[src/rtl/dmem_port_arbiter_pkg.sv]
// Shared definitions for the data-memory port arbiter: FSM state encodings,
// I/O-space decode bit and the suppressed-write test used on the debug path.
package dmem_port_arbiter_pkg;

  typedef enum logic [1:0] {
    ST_IDLE  = 2'd0,
    ST_WAIT  = 2'd1,
    ST_GRANT = 2'd2,
    ST_ACK   = 2'd3
  } arb_state_e;

  localparam int IO_SPACE_BIT = 7;

  // A debug write into I/O space is dropped unless the build enables it.
  function automatic logic io_write_blocked(input logic        we,
                                            input logic [31:0] addr,
                                            input logic        io_en);
    return we & addr[IO_SPACE_BIT] & ~io_en;
  endfunction

endpackage

[src/rtl/dmem_port_arbiter.sv]
// Two-requester arbiter for the single data-memory port: CPU MEM stage has fixed
// priority, the debug/loader port gets a forced one-cycle grant after STARVE_LIMIT waits.
//
// state | meaning
// IDLE  | port owned by CPU, no debug request pending
// WAIT  | debug request blocked by CPU traffic, starvation counter running
// GRANT | port owned by debug for one cycle, CPU stalled if it is requesting
// ACK   | debug access complete (dbg_ack high), port back to CPU
module dmem_port_arbiter
  import dmem_port_arbiter_pkg::*;
#(
  parameter int STARVE_LIMIT = 8,
  parameter int CNT_W        = 4,
  parameter int DBG_IO_EN    = 0
) (
  input  logic        clock,
  input  logic        reset,
  input  logic        cpu_req,
  input  logic        cpu_we,
  input  logic [31:0] cpu_addr,
  input  logic [31:0] cpu_wdata,
  output logic [31:0] cpu_rdata,
  output logic        cpu_stall,
  input  logic        dbg_req,
  input  logic        dbg_we,
  input  logic [31:0] dbg_addr,
  input  logic [31:0] dbg_wdata,
  output logic        dbg_ack,
  output logic [31:0] dbg_rdata,
  output logic        dbg_err,
  output logic [31:0] mem_addr,
  output logic [31:0] mem_datain,
  output logic        mem_we,
  input  logic [31:0] mem_dataout
);

  localparam logic [CNT_W-1:0] LIMIT = CNT_W'(STARVE_LIMIT);
  localparam logic             IO_EN = (DBG_IO_EN != 0);

  arb_state_e       state, state_nxt;
  logic [CNT_W-1:0] cnt, cnt_nxt;
  logic             grant;
  logic             io_blocked;

  always_ff @(posedge clock or posedge reset) begin
    if (reset) begin
      state <= ST_IDLE;
      cnt   <= '0;
    end else begin
      state <= state_nxt;
      cnt   <= cnt_nxt;
    end
  end

  always_comb begin
    state_nxt = state;
    cnt_nxt   = cnt;
    case (state)
      ST_IDLE: begin
        if (dbg_req) begin
          if (cpu_req) begin
            state_nxt = ST_WAIT;
            cnt_nxt   = CNT_W'(1);
          end else begin
            state_nxt = ST_GRANT;
          end
        end
      end
      ST_WAIT: begin
        if (!dbg_req) begin
          state_nxt = ST_IDLE;
          cnt_nxt   = '0;
        end else if (!cpu_req || cnt >= LIMIT) begin
          state_nxt = ST_GRANT;
        end else begin
          cnt_nxt = cnt + CNT_W'(1);
        end
      end
      ST_GRANT: begin
        state_nxt = ST_ACK;
        cnt_nxt   = '0;
      end
      ST_ACK: begin
        // A still-high dbg_req here is stale; a new request is picked up from IDLE.
        state_nxt = ST_IDLE;
      end
      default: begin
        state_nxt = ST_IDLE;
        cnt_nxt   = '0;
      end
    endcase
  end

  assign grant      = (state == ST_GRANT);
  assign io_blocked = io_write_blocked(dbg_we, dbg_addr, IO_EN);

  // mem_we is decoded from state and gated by reset so no write lands once reset rises.
  always_comb begin
    mem_addr   = cpu_addr;
    mem_datain = cpu_wdata;
    mem_we     = cpu_we & cpu_req;
    if (grant) begin
      mem_addr   = dbg_addr;
      mem_datain = dbg_wdata;
      mem_we     = dbg_we & ~io_blocked;
    end
    if (reset) mem_we = 1'b0;
  end

  assign cpu_rdata = mem_dataout;
  assign cpu_stall = grant & cpu_req;

  always_ff @(posedge clock or posedge reset) begin
    if (reset) begin
      dbg_ack   <= 1'b0;
      dbg_err   <= 1'b0;
      dbg_rdata <= '0;
    end else begin
      dbg_ack <= grant;
      dbg_err <= grant & io_blocked;
      if (grant) dbg_rdata <= mem_dataout;
    end
  end

endmodule

[config.mk]
export PLATFORM = sky130hd
export DESIGN_NAME = dmem_port_arbiter
export DESIGN_NICKNAME = d
export VERILOG_FILES = /design/src/rtl/dmem_port_arbiter_pkg.sv /design/src/rtl/dmem_port_arbiter.sv
export SDC_FILE = /design/constraint.sdc
export NUM_CORES = 1
export LEC_CHECK = 0
export ABC_CLOCK_PERIOD_IN_PS = 1700
export CAP_MARGIN = 20
export CORE_AREA = 2 2 116 118
export DETAILED_ROUTE_END_ITERATION = 7
export DIE_AREA = 0 0 118 120
export PLACE_DENSITY_LB_ADDON = 0.05
export SKIP_CTS_REPAIR_TIMING = 1
export SYNTH_ARGS = -nofsm -noshare
export SYNTH_HDL_FRONTEND = slang
export SYNTH_SLANG_ARGS = --single-unit
[constraint.sdc]
create_clock -name clock -period 1.7 [get_ports clock]
set_clock_uncertainty 0.05 [all_clocks]
set_input_delay 0.34 -clock clock [delete_from_list [all_inputs] [get_ports clock]]
set_output_delay 0.34 -clock clock [all_outputs]
set_load 0.1 [all_outputs]
## Yosys cells after proc, flatten, opt, wreduce, memory -nomap -nowiden

Cells that the tools add are included.

- Bits in registers: 40
- Input port bits: 166
- Output and inout bits: 132
- Logic and storage cells: 40

- $add $sub $neg: 1
- $lt $le $gt $ge: 1
- Equal/unequal tests: 7
- Muxes and demuxes: 14
- Bitwise operators: 6
- Reduce and logical (&&, ||, !) cells: 6

Operator list:

| kind | number |
|---|---|
| 32-bit 2-to-1 mux | 2 |
| 4-bit 2-to-1 mux | 4 |
| 4-bit case mux with 3 select lines | 1 |
| 2-bit 2-to-1 mux | 4 |
| 2-bit case mux with 4 select lines | 1 |
| 3-bit != test (second input constant) | 2 |
| 1-bit AND | 5 |
| 4-bit by 1-bit adder with 4-bit output (second input constant) | 1 |
| 2-bit equality test (second input constant) | 2 |
| 4-bit greater-or-equal comparator (second input constant) | 1 |
| 2-bit != test (second input constant) | 2 |
| 4-bit AND reduction | 1 |
| 3-bit nonzero test | 1 |
| 2-bit by 1-bit equality test with 1-bit output (second input constant) | 1 |
| 2-bit zero test | 1 |
| 1-bit 2-to-1 mux | 2 |
| 2-bit AND reduction | 1 |
| 1-bit zero test | 1 |
| 1-bit logical OR | 1 |
| 1-bit inverter | 1 |

## Longest topological paths before layout

- Word-level depth: 5
- Depth in mapped cells: 6
- Gate-level depth less buffers: 5

## Worst setup path before layout

OpenSTA, ideal clock, no wires.

- Path kind: flip-flop to output port
- Start point: reg state[0]
- End point: out mem_we
- Data arrival time: 2.634 ns
- Slack: -1.324 ns
- Stages on the path, launching flop included: 7
- Buffers on the path: 2
- Path through: dfrtp_1 inv_1 ha_1 buf_2 buf_4 nand3b_1 a21oi_1

- Longest elaborated chain between the ends: 3

RTL lines:

| element | RTL line | source |
|---|---|---|
| start, declared | dmem_port_arbiter.sv:40 | `arb_state_e state, state_nxt;` |
| start signal, assigned | dmem_port_arbiter.sv:50 | `state <= state_nxt;` |
| 2-bit equality test | dmem_port_arbiter.sv:94 | `assign grant = (state == ST_GRANT);` |
| net grant | dmem_port_arbiter.sv:42 | `logic grant;` |
| 1-bit 2-to-1 mux | dmem_port_arbiter.sv:102 | `if (grant) begin` |
| 1-bit 2-to-1 mux | dmem_port_arbiter.sv:107 | `if (reset) mem_we = 1'b0;` |
| end, declared | dmem_port_arbiter.sv:33 | `output logic mem_we,` |

The timed path passes the listed nets, and every way through them passes these cells.

## Worst setup path in the final report

- Start point: reg state[0]
- End point: out mem_datain[30]

- Longest elaborated chain between the ends: 2

RTL lines:

| element | RTL line | source |
|---|---|---|
| 2-bit equality test | dmem_port_arbiter.sv:94 |  |
| net grant | dmem_port_arbiter.sv:42 |  |
| 32-bit 2-to-1 mux | dmem_port_arbiter.sv:102 |  |
| end, declared | dmem_port_arbiter.sv:32 | `output logic [31:0] mem_datain,` |

The timed path passes the listed nets, and every way through them passes these cells.

==> flow_summary_export.csv <==
group,metric,value,unit
run_status,status,"finished, violations left",
run_status,violations,"setup timing",
min_path,min-delay-path-class,"input port to async pin",
route,postRouteWirelength,12600,um
sta,max_clock_freq,484,MHz
die,die_h,120,um
final_layout,drive_gt1_frac,0.534,
grt,gr-total-overflow,0,
die,start_util,0.214,
route,drt-wirelength-per-cell,18.4,um
cts,htree_levels,2,
die,fp.dieW,118,um
sta,tightestPinTransition,0.261,ns
synthesis,synth.distinct_cells,32,
die,core-area,13000,um^2
sta,rsz0062_at_grt,"yes",
critical_path,worstReg2RegStart,"state[1]",
synthesis,syn_nets,401,
critical_path,worstPathRequired,1.31,ns
critical_path,critPathTopFamily,"buffers and inverters",
final_layout,antenna_cells,0,
grt,track_usage,0.172,
placement,portBuffers,297,
final_layout,fin_cells,685,
route,drc_errors,0,
critical_path,crit_path_end_kind,"output port",
synthesis,synth_top_area_cell,"mux2_2",
sta,setup_violations,67,
final_layout,area_delta_synth_final,176,%
synthesis,synth_top_area_share,0.390,
synthesis,synth-async-reset-ratio,1.00,
critical_path,cp_common_cell,"buf_12",
cts,cts_buffers,5,
critical_path,reg2regPathDepth,8,
grt,antenna_found_initial,0,
route,drt_iter0_markers,100,
grt,grt_pass1_wl,18900,um
sta,period_share,1.22,
critical_path,crit_path_max_fanout,26,
cts,cts.sinks,40,
critical_path,timing.rr.end,"cnt[3]",
sta,hold_viol,0,
final_layout,fin_nets,681,
critical_path,startpoint_type,"register",
placement,dpl.hpwl,10700,um
critical_path,crit_chain,"inv_2 -> ha_4 -> buf_12 -> mux2_4 -> buf_12",
route,detail-route-antenna-nets,0,
placement,placedCellCount,676,
cts,clockBufferDepth,2,
grt,grt_max_degree,41,
route,num_vias,2871,
synthesis,synth.yosys.seq_area_share,0.361,
route,vias_per_cell,4.19,
sta,setup_tns,-22.57,ns
cts,clk_latency,0.28,ns
cts,clkTransAtPathRegs,0.06,ns
synthesis,syn_inst,228,
critical_path,worstPathArrival,1.68,ns
synthesis,synthTopCellsByArea,"mux2_2 39%, dfrtp_1 36%, buf_4 11%",
critical_path,max_stage_delay,0.39,ns
critical_path,worst-path-buf-inv,3,
die,die-area,14200,um^2
synthesis,yosysMostFrequentCell,"mux2_2",
critical_path,critical_path.slowest_cell,"dfrtp_1",
synthesis,syn_avg_cell_area,12.2,um^2
die,ioPinCount,298,
placement,gp_congestion,0.815,
sta,setup_slack,-0.367,ns
synthesis,ys_ff_latch,40,
flow_run,maxCapViolCount,0,
final_layout,finish.utilization,0.589,
synthesis,synthFlopType,"dfrtp_1",
sta,finalMaxSlewViolations,0,
sta,whs,0.444,ns
sta,fin_crit,2.07,ns
sta,slew_headroom,0.825,
cts,cts_tree,"built",
cts,clock_tree.root_cell,"clkbuf_16",
final_layout,n_fill_cell,1071,
synthesis,syn_area,2770,um^2
synthesis,synth_common_cells,"96 x mux2_2, 40 x buf_4, 40 x dfrtp_1",
grt,grt_pass1_vias,3024,
critical_path,rrSetupSlack,-0.07,ns
critical_path,critPathKind,"register to output port",
die,core.rowCount,42,
synthesis,synth_enable_flop_cells,0,
route,dr.pass1.iters,4,
synthesis,yosysWarnings,0,
==> metal layers <==
metal  vias up  wire [um]  global-route usage
met5         -          0                   0
met4         0        106              0.0271
met3         7       1130              0.0627
met2       152       6520               0.309
met1      1365       4840               0.201
li1       1347          -                   -
==> state kept, by name, summed over array words and instances, names as in the netlist <==
name       flops
dbg_rdata     32
cnt            4
state          2
dbg_ack        1
dbg_err        1
==> cells in the final DEF (no fill, tap or decap), types with 3 or more instances in the layout <==
cell type	synthesis	layout
buf_4	40	15
ha_1	7	4
mux2_2	96	32
o211ai_1	3	3
inv_1	6	3
mux2_4	1	65
clkbuf_16	0	5
ha_4	0	3
inv_2	0	3
clkdlybuf4s50_1	0	165
buf_12	0	136
nand3b_1	3	3
dfrtp_1	40	40
==> how the worst max path moves through the flow <==
stage | slack [ns] | startpoint | end | depth (start not counted)
2_1_floorplan | -0.31 | state[0] | mem_we | 6
4_1_cts | -0.38 | state[0] | mem_we | 6
6_report | -0.37 | state[0] | mem_datain[30] | 5
5_1_grt | -0.43 | state[0] | mem_datain[1] | 5
3_5_place_dp | -0.16 | cpu_req | mem_we | 4
3_3_place_gp | -0.17 | cpu_req | mem_we | 4
==> tightest hold or removal path: cells and delay by family <==
kind,cells,cell delay (ns)
buf+inv,3,0.80
==> cell type report <==
type,count,area (um^2),area share
Timing Repair Buffer,318,4510,0.589
Multi-Input combinational cell,137,1730,0.226
Sequential cell,40,1000,0.131
Tap cell,176,220,0.0288
Clock buffer,5,125,0.0164
Clock inverter,3,42.5,0.00556
Inverter,6,22.5,0.00294
==> cells by family after synthesis <==
| family | after synthesis | synth area share |
|---|---|---|
| AND/OR/NAND/NOR | 15 | 0.0361 |
| multiplexers | 99 | 0.403 |
| AO/OA/AOI/OAI | 16 | 0.0433 |
| buffers and inverters | 51 | 0.125 |
| flip-flops | 40 | 0.361 |
| adder cells (fa/ha/maj) | 7 | 0.0316 |
==> metrics by stage <==
| step | area (um^2) | worst slack (ns) |
|---|---|---|
| 3_5_place_dp | 7430 | -0.159 |
| 5_1_grt | 7650 | -0.429 |
| 3_3_place_gp | 7430 | -0.169 |
| 4_1_cts | 7590 | -0.377 |
| 2_1_floorplan | 3050 | -0.308 |
| 6_report | 7650 | -0.367 |
Power is not shown: default switching activity piles up to over one toggle a cycle in this logic, so the estimate is an artifact.
